--- src/rtl/card_dealer_if.sv ---
// Handshake and hand bus between the card dealer and the game controller/datapath.
interface card_dealer_if #(
  parameter int MAX_HAND = 4
);
  logic                  DEAL;
  logic [2:0]            NUM_CARDS;
  logic                  SEED_LOAD;
  logic [15:0]           SEED;
  logic [6*MAX_HAND-1:0] P1_IN_CARDS;
  logic [6*MAX_HAND-1:0] P2_IN_CARDS;
  logic [2:0]            NUM_OUT;
  logic                  BUSY;
  logic                  DEAL_DONE;

  modport master (
    output DEAL, NUM_CARDS, SEED_LOAD, SEED,
    input  P1_IN_CARDS, P2_IN_CARDS, NUM_OUT, BUSY, DEAL_DONE
  );

  modport slave (
    input  DEAL, NUM_CARDS, SEED_LOAD, SEED,
    output P1_IN_CARDS, P2_IN_CARDS, NUM_OUT, BUSY, DEAL_DONE
  );
endinterface

--- src/rtl/card_dealer.sv ---
// LFSR-driven deck shuffler dealing two duplicate-free hands of up to MAX_HAND cards.
// Optional DEALER_SORT_EN adds an odd-even transposition sort of both hands before DONE.
module card_dealer #(
  parameter int          MAX_HAND  = 4,
  parameter int          DECK_SIZE = 52,
  parameter logic [15:0] LFSR_INIT = 16'hACE1
) (
  input  logic         clka,
  input  logic         RESTART,
  card_dealer_if.slave bus
);

  typedef logic [MAX_HAND-1:0][5:0] hand_t;

  typedef enum logic [2:0] {
    IDLE,
    CLEAR,
    DRAW,
`ifdef DEALER_SORT_EN
    SORT,
`endif
    DONE
  } state_t;

  state_t               state_q, state_d;
  logic [15:0]          lfsr_q, lfsr_d;
  hand_t                p1_q, p1_d;
  hand_t                p2_q, p2_d;
  logic [2:0]           num_q, num_d;
  logic                 busy_q, busy_d;
  logic                 done_q, done_d;
  logic [DECK_SIZE-1:0] used_q, used_d;
  logic [2:0]           k_q, k_d;
  logic                 p2turn_q, p2turn_d;
  logic [5:0]           cand;
  logic                 hit;
`ifdef DEALER_SORT_EN
  logic [$clog2(MAX_HAND)-1:0] sort_q, sort_d;

  // Empty slots (0) must sink to the top, so 0 gets the MSB of the sort key.
  function automatic logic [6:0] key(logic [5:0] c);
    return {c == 6'd0, c};
  endfunction

  function automatic hand_t oe_pass(hand_t h, logic odd);
    hand_t      r;
    logic [5:0] t;
    r = h;
    for (int i = 0; i < MAX_HAND-1; i++) begin
      if (((i % 2) == 1) == odd && key(r[i]) > key(r[i+1])) begin
        t      = r[i];
        r[i]   = r[i+1];
        r[i+1] = t;
      end
    end
    return r;
  endfunction
`endif

  always_ff @(posedge clka) begin
    if (RESTART) begin
      state_q  <= IDLE;
      lfsr_q   <= LFSR_INIT;
      p1_q     <= '0;
      p2_q     <= '0;
      num_q    <= '0;
      busy_q   <= 1'b0;
      done_q   <= 1'b0;
      used_q   <= '0;
      k_q      <= '0;
      p2turn_q <= 1'b0;
`ifdef DEALER_SORT_EN
      sort_q   <= '0;
`endif
    end else begin
      state_q  <= state_d;
      lfsr_q   <= lfsr_d;
      p1_q     <= p1_d;
      p2_q     <= p2_d;
      num_q    <= num_d;
      busy_q   <= busy_d;
      done_q   <= done_d;
      used_q   <= used_d;
      k_q      <= k_d;
      p2turn_q <= p2turn_d;
`ifdef DEALER_SORT_EN
      sort_q   <= sort_d;
`endif
    end
  end

  always_comb begin
    state_d  = state_q;
    lfsr_d   = lfsr_q;
    p1_d     = p1_q;
    p2_d     = p2_q;
    num_d    = num_q;
    busy_d   = busy_q;
    done_d   = done_q;
    used_d   = used_q;
    k_d      = k_q;
    p2turn_d = p2turn_q;
    cand     = '0;
    hit      = 1'b0;
`ifdef DEALER_SORT_EN
    sort_d   = sort_q;
`endif

    unique case (state_q)
      IDLE: begin
        // Seed load is applied before DEAL so a same-cycle deal uses the new seed.
        if (bus.SEED_LOAD)
          lfsr_d = (bus.SEED == 16'd0) ? LFSR_INIT : bus.SEED;
        if (bus.DEAL) begin
          num_d   = (bus.NUM_CARDS > 3'(MAX_HAND)) ? 3'(MAX_HAND) : bus.NUM_CARDS;
          p1_d    = '0;
          p2_d    = '0;
          done_d  = 1'b0;
          busy_d  = 1'b1;
          state_d = CLEAR;
        end
      end

      CLEAR: begin
        used_d   = '0;
        k_d      = '0;
        p2turn_d = 1'b0;
`ifdef DEALER_SORT_EN
        sort_d   = '0;
`endif
        state_d  = (num_q == 3'd0) ? DONE : DRAW;
      end

      DRAW: begin
        lfsr_d = {lfsr_q[14:0], lfsr_q[15] ^ lfsr_q[13] ^ lfsr_q[12] ^ lfsr_q[10]};
        cand   = lfsr_d[5:0];
        for (int j = 0; j < DECK_SIZE; j++)
          if (cand == 6'(j+1) && used_q[j]) hit = 1'b1;
        if (cand != 6'd0 && cand <= 6'(DECK_SIZE) && !hit) begin
          for (int j = 0; j < DECK_SIZE; j++)
            if (cand == 6'(j+1)) used_d[j] = 1'b1;
          for (int i = 0; i < MAX_HAND; i++) begin
            if (k_q == 3'(i)) begin
              if (p2turn_q) p2_d[i] = cand;
              else          p1_d[i] = cand;
            end
          end
          p2turn_d = !p2turn_q;
          if (p2turn_q) begin
            k_d = k_q + 3'd1;
            if (k_d == num_q) begin
`ifdef DEALER_SORT_EN
              state_d = SORT;
`else
              state_d = DONE;
`endif
            end
          end
        end
      end

`ifdef DEALER_SORT_EN
      SORT: begin
        // Even pairs on even passes, odd pairs on odd passes; MAX_HAND passes fully sort.
        p1_d   = oe_pass(p1_q, sort_q[0]);
        p2_d   = oe_pass(p2_q, sort_q[0]);
        sort_d = sort_q + 1'b1;
        if (sort_q == ($clog2(MAX_HAND))'(MAX_HAND-1)) state_d = DONE;
      end
`endif

      DONE: state_d = IDLE;

      default: state_d = IDLE;
    endcase

    if (state_d == DONE && state_q != DONE) begin
      busy_d = 1'b0;
      done_d = 1'b1;
    end
  end

  assign bus.P1_IN_CARDS = p1_q;
  assign bus.P2_IN_CARDS = p2_q;
  assign bus.NUM_OUT     = num_q;
  assign bus.BUSY        = busy_q;
  assign bus.DEAL_DONE   = done_q;

endmodule
--- src/flat_wrapper.sv ---
// flat-port wrapper written by rule: the top's interface ports become plain ports
module card_dealer_flat 
#(
  parameter int          MAX_HAND  = 4,
  parameter int          DECK_SIZE = 52,
  parameter logic [15:0] LFSR_INIT = 16'hACE1
)
  (clka, RESTART, bus_DEAL, bus_NUM_CARDS, bus_SEED_LOAD, bus_SEED, bus_P1_IN_CARDS, bus_P2_IN_CARDS, bus_NUM_OUT, bus_BUSY, bus_DEAL_DONE);
  card_dealer_if #(.MAX_HAND(MAX_HAND)) bus_i ();
  input  logic clka;
  input  logic RESTART;
  input wire logic [$bits(bus_i.DEAL)-1:0] bus_DEAL;
  input wire logic [$bits(bus_i.NUM_CARDS)-1:0] bus_NUM_CARDS;
  input wire logic [$bits(bus_i.SEED_LOAD)-1:0] bus_SEED_LOAD;
  input wire logic [$bits(bus_i.SEED)-1:0] bus_SEED;
  output wire logic [$bits(bus_i.P1_IN_CARDS)-1:0] bus_P1_IN_CARDS;
  output wire logic [$bits(bus_i.P2_IN_CARDS)-1:0] bus_P2_IN_CARDS;
  output wire logic [$bits(bus_i.NUM_OUT)-1:0] bus_NUM_OUT;
  output wire logic [$bits(bus_i.BUSY)-1:0] bus_BUSY;
  output wire logic [$bits(bus_i.DEAL_DONE)-1:0] bus_DEAL_DONE;
  assign bus_i.DEAL = bus_DEAL;
  assign bus_i.NUM_CARDS = bus_NUM_CARDS;
  assign bus_i.SEED_LOAD = bus_SEED_LOAD;
  assign bus_i.SEED = bus_SEED;
  assign bus_P1_IN_CARDS = bus_i.P1_IN_CARDS;
  assign bus_P2_IN_CARDS = bus_i.P2_IN_CARDS;
  assign bus_NUM_OUT = bus_i.NUM_OUT;
  assign bus_BUSY = bus_i.BUSY;
  assign bus_DEAL_DONE = bus_i.DEAL_DONE;
  card_dealer #(.MAX_HAND(MAX_HAND), .DECK_SIZE(DECK_SIZE), .LFSR_INIT(LFSR_INIT)) u_core (.clka(clka), .RESTART(RESTART), .bus(bus_i));
endmodule
--- config.mk ---
export PLATFORM = sky130hd
export DESIGN_NAME = card_dealer_flat
export DESIGN_NICKNAME = d
export VERILOG_FILES = /design/src/rtl/card_dealer_if.sv /design/src/rtl/card_dealer.sv /design/src/flat_wrapper.sv
export SDC_FILE = /design/constraint.sdc
export NUM_CORES = 1
export LEC_CHECK = 0
export ABC_AREA = 1
export CORE_MARGIN = 2
export CORE_UTILIZATION = 30
export CTS_BUF_LIST = sky130_fd_sc_hd__clkbuf_8 sky130_fd_sc_hd__clkbuf_16
export CTS_CLUSTER_SIZE = 28
export DETAILED_ROUTE_END_ITERATION = 7
export PLACE_DENSITY = 0.53
export SETUP_SLACK_MARGIN = 0.4
export SLEW_MARGIN = 30
export SYNTH_ARGS = -nofsm -noshare
export SYNTH_HDL_FRONTEND = slang
export SYNTH_SLANG_ARGS = --single-unit
export TNS_END_PERCENT = 20
--- constraint.sdc ---
create_clock -name clka -period 2.1 [get_ports clka]
set_input_delay 0.525 -clock clka [delete_from_list [all_inputs] [get_ports clka]]
set_output_delay 0.525 -clock clka [all_outputs]
set_load 0.05 [all_outputs]
==> metrics.md <==
| Metric | Value |
|---|---|
| Row count | `53` |
| Clk buf depth | `2` |
| Congestion Overflow GR | `0` |
| Crit-path max FO | `17` |
| Post-synthesis xor/xnor area fraction | `less than 1%` |
| FF-to-FF path depth | `17` |
| Worst-Skew Late Latency | `0.42 ns` |
| Yosys warning count | `0` |
| Initial antenna violation count | `0` |
| Hold depth | `2` |
| DIE AREA | `~23,000 um2` |
| Initial DRC Count | `418` |
| Mapped Avg Cell Area | `between 6 and 7 um2` |
| R2R Path End | `u_core.used_q[3]` |
| Final routed DRC violation total | `0` |
| Clock period minus worst slack | `around 2.5 ns` |
| Clock Sinks | `around 130` |
| Fin crit share | `119%` |
| Vias in the first global route | `6,631` |
| Count of different cell masters after synthesis | `33` |
| Starting Density | `~31%` |
| CTS root buffer | `clkbuf_16` |
| Synthesized Nets | `a little over 1,000` |
| 1st-pass router iterations | `5` |
| Setup Skew | `about 0.015 ns` |
| Min-delay src | `u_core.used_q[11]` |
| CTS H-tree depth | `4` |
| CTS Buf Count | `17` |
| Dominant cell type by area after synthesis | `dfxtp_1` |
| CTS tree | `yes` |
| Mapped Area | `6420 um2` |
| Max VDD drop | `between 500 and 600 uV` |
| Nets | `1,193` |
| Via Count | `between 6,000 and 7,000` |
| Largest net degree at the start of global routing | `70` |
| HP Class | `flop to flop` |
| PwrDens | `about 720 nW/um2` |
| P&R area growth vs syn | `49.3%` |
| WL final | `~21,000 um` |
| Async SR Flop Fraction | `0%` |
| Number of synthesized flops with an enable pin | `0` |
| Sequential area share after synthesis | `roughly two fifths` |
| Ports | `76` |
| Post-synth top area share | `39.9%` |
| CORE AREA | `between 20,000 and 25,000 um2` |
| Antenna Nets Post-Route | `0` |
| Final hold vios | `0` |
| DP HPWL | `between 10,000 and 15,000 um` |
| Placement Cell Area | `between 8000 and 9000 um2` |
| Worst-Margin Slew | `~0.57 ns` |
| Worst r2r src | `u_core.lfsr_q[15]` |
| Final Wtd Congestion | `roughly 0.83` |
| CP Data Arrival Time | `2.86 ns` |
| Tot GR Track Use | `a little under a fifth` |
| Synth Area in Adders | `less than 1%` |
| Crit Path Category | `flop to flop` |
| Complex-gate fraction of the synthesized area | `11.2%` |
| Reg-to-reg slack, setup | `-0.41 ns` |
| Ratio of cells with drive above 1 in the final layout | `between 20% and 30%` |
| Req. time, crit path | `approximately 2.5 ns` |
| Fin util | `roughly 46%` |
| Hold buffers post-CTS | `0` |
| Worst hold endpoint | `u_core.used_q[11]` |
| Area share of and/or/nand/nor cells after synthesis | `35.3%` |
| Design area | `9590 um2` |
| Max cap viols | `0` |
| Slew headroom | `slightly above 60%` |
| Die height | `between 150 and 200 um` |
| Post-synthesis instance total | `a little under 1,000` |
| Largest family of logic cells by synthesized area | `simple AND/OR/NAND/NOR gates` |
| Die width | `between 150 and 200 um` |
| Largest cells by area after synthesis | `dfxtp_1, nor2_1, nand2_1` |
| Worst setup SP type | `flop` |
| Crit path capture type | `flop` |
| Leakage | `roughly 4.3 nW` |
| Unrepaired setup endpoints after global routing | `true` |
| Clock Pin Slew Worst Setup and Hold Paths | `0.06 ns` |
| Multiplexer share of the synthesized area | `0%` |
| Yosys reg bits | `roughly 130` |
| Final Worst Setup Slack | `-0.408 ns` |
| Via-per-instance ratio | `4.72` |
| Upper clock frequency limit | `roughly 400 MHz` |
| Max-slew violations | `0` |
| Final setup vio count | `between 100 and 150` |
| Failing checks | `setup timing` |
| N_diodes | `0` |
| Top FF cell, synth | `dfxtp_1` |
| IO Port Bufs | `75` |
| Status | `finished with violations` |
| Routed WL per cell | `roughly 14 um` |
| Global-route wire length before repair | `about 33,000 um` |
worst max path at each step:
| stage | startpoint | to | slack, ns |
|---|---|---|---|
| after global placement | bus_SEED[0] | u_core.lfsr_q[6] | -0.46 |
| after global routing | u_core.lfsr_q[13] | u_core.bus.P2_IN_CARDS[17] | -0.59 |
| after CTS | u_core.lfsr_q[12] | u_core.bus.P1_IN_CARDS[12] | -0.36 |
| after floorplan | u_core.lfsr_q[10] | u_core.k_q[0] | 0.03 |
| after detailed placement | bus_SEED[0] | u_core.lfsr_q[10] | -0.48 |
| final | u_core.lfsr_q[15] | u_core.used_q[3] | -0.41 |
cell usage after synthesis (3+ instances only):
library cell  instances
o22ai_1               6
buf_2                 6
a31oi_1               8
buf_1                 3
inv_1               134
dfxtp_1             128
clkbuf_1             31
clkinv_1              4
a21oi_1              94
nand4_1              29
buf_6                 9
o21ai_0              21
nand2_1             166
or4_1                 4
ha_1                  5
nand3_1             104
nor2_1              182
nand2_2               4
nor3_1               31
critical path: stages (launching register included):
cell	delay (ns)
dfxtp_2	0.36
inv_1	0.05
nand2_1	0.08
nand2_2	0.07
nand2_4	0.14
buf_4	0.14
nand4_1	0.17
buf_6	0.19
nand2_1	0.05
o211ai_1	0.08
nor2_1	0.17
inv_2	0.05
nor2_2	0.14
nand2_4	0.12
nand2_8	0.20
clkbuf_16	0.22
nand3_1	0.08
a21oi_1	0.14
kinds of logic after synthesis:
| logic type | Yosys count |
|---|---|
| buffers and inverters | 190 |
| AOI/OAI and AO/OA | 136 |
| adders and majority gates | 5 |
| other | 1 |
| DFF | 128 |
| xor gates and xnor gates | 1 |
| and+or+nand+nor | 526 |
timing repair:
action	4_1_cts	5_1_grt
resized for setup	226	71
pin swaps	9	15
gates cloned	10	3
endpoints found under the setup margin	165	135
buffers inserted	5	1
metal layers:
| layer | part of all wire, % | track usage [%] |
|---|---|---|
| met1 | 47 | 24.1 |
| met2 | 49 | 30.4 |
| met3 | 3.7 | 3.52 |
| met4 | 0.88 | 6.04 |
| met5 | 0 | 0 |
final cells by class:
type / count / area (um2)
clock buffer: 17 / 425
clock inverter: 15 / 149
fill: 2136 / 11400
inverter: 140 / 539
multi-input combinational: 673 / 3510
sequential: 128 / 2580
tap: 275 / 344
timing repair buffer: 205 / 2040
sequential cells by signal, indices dropped and copies added (netlist names):
name / flops
u_core.k_q: 3
u_core.bus.P2_IN_CARDS: 24
u_core.used_q: 52
u_core.bus.P1_IN_CARDS: 24
u_core.p2turn_q: 1
u_core.bus.NUM_OUT: 3
u_core.state_q: 3
u_core.lfsr_q: 16
u_core.bus.BUSY: 1
u_core.bus.DEAL_DONE: 1
where the power goes:
group / internal (mW) / switching (mW)
clock: 1.67 / 1.27
combinational: 0.551 / 0.851
sequential: 2.53 / 0.0727
cell usage in the layout (no fill, tap or decap), types with 20 or more instances in the layout:
cell               n
dfxtp_1          122
nor3_1            29
a21oi_1           75
buf_2             20
inv_1            129
nand2_1          150
clkbuf_16         20
buf_4            108
o21ai_0           20
clkdlybuf4s15_2   23
nand4_1           29
nor2_1           166
nand3_1           90
through the flow:
step / setup TNS [ns] / setup WS (ns) / hold WS, ns / total power [mW] / cells
floorplan: 0 / 0.0273 / 0.430 / 3.40 / 987
global placement: -40.71 / -0.462 / 0.438 / 3.96 / 1402
detailed placement: -43.73 / -0.480 / 0.441 / 3.96 / 1402
CTS: -34.31 / -0.360 / 0.450 / 6.98 / 1449
global route: -57.83 / -0.591 / 0.470 / 7.19 / 1453
finish: -36.80 / -0.408 / 0.451 / 6.94 / 1453
Power figures use the tool's default switching activity.
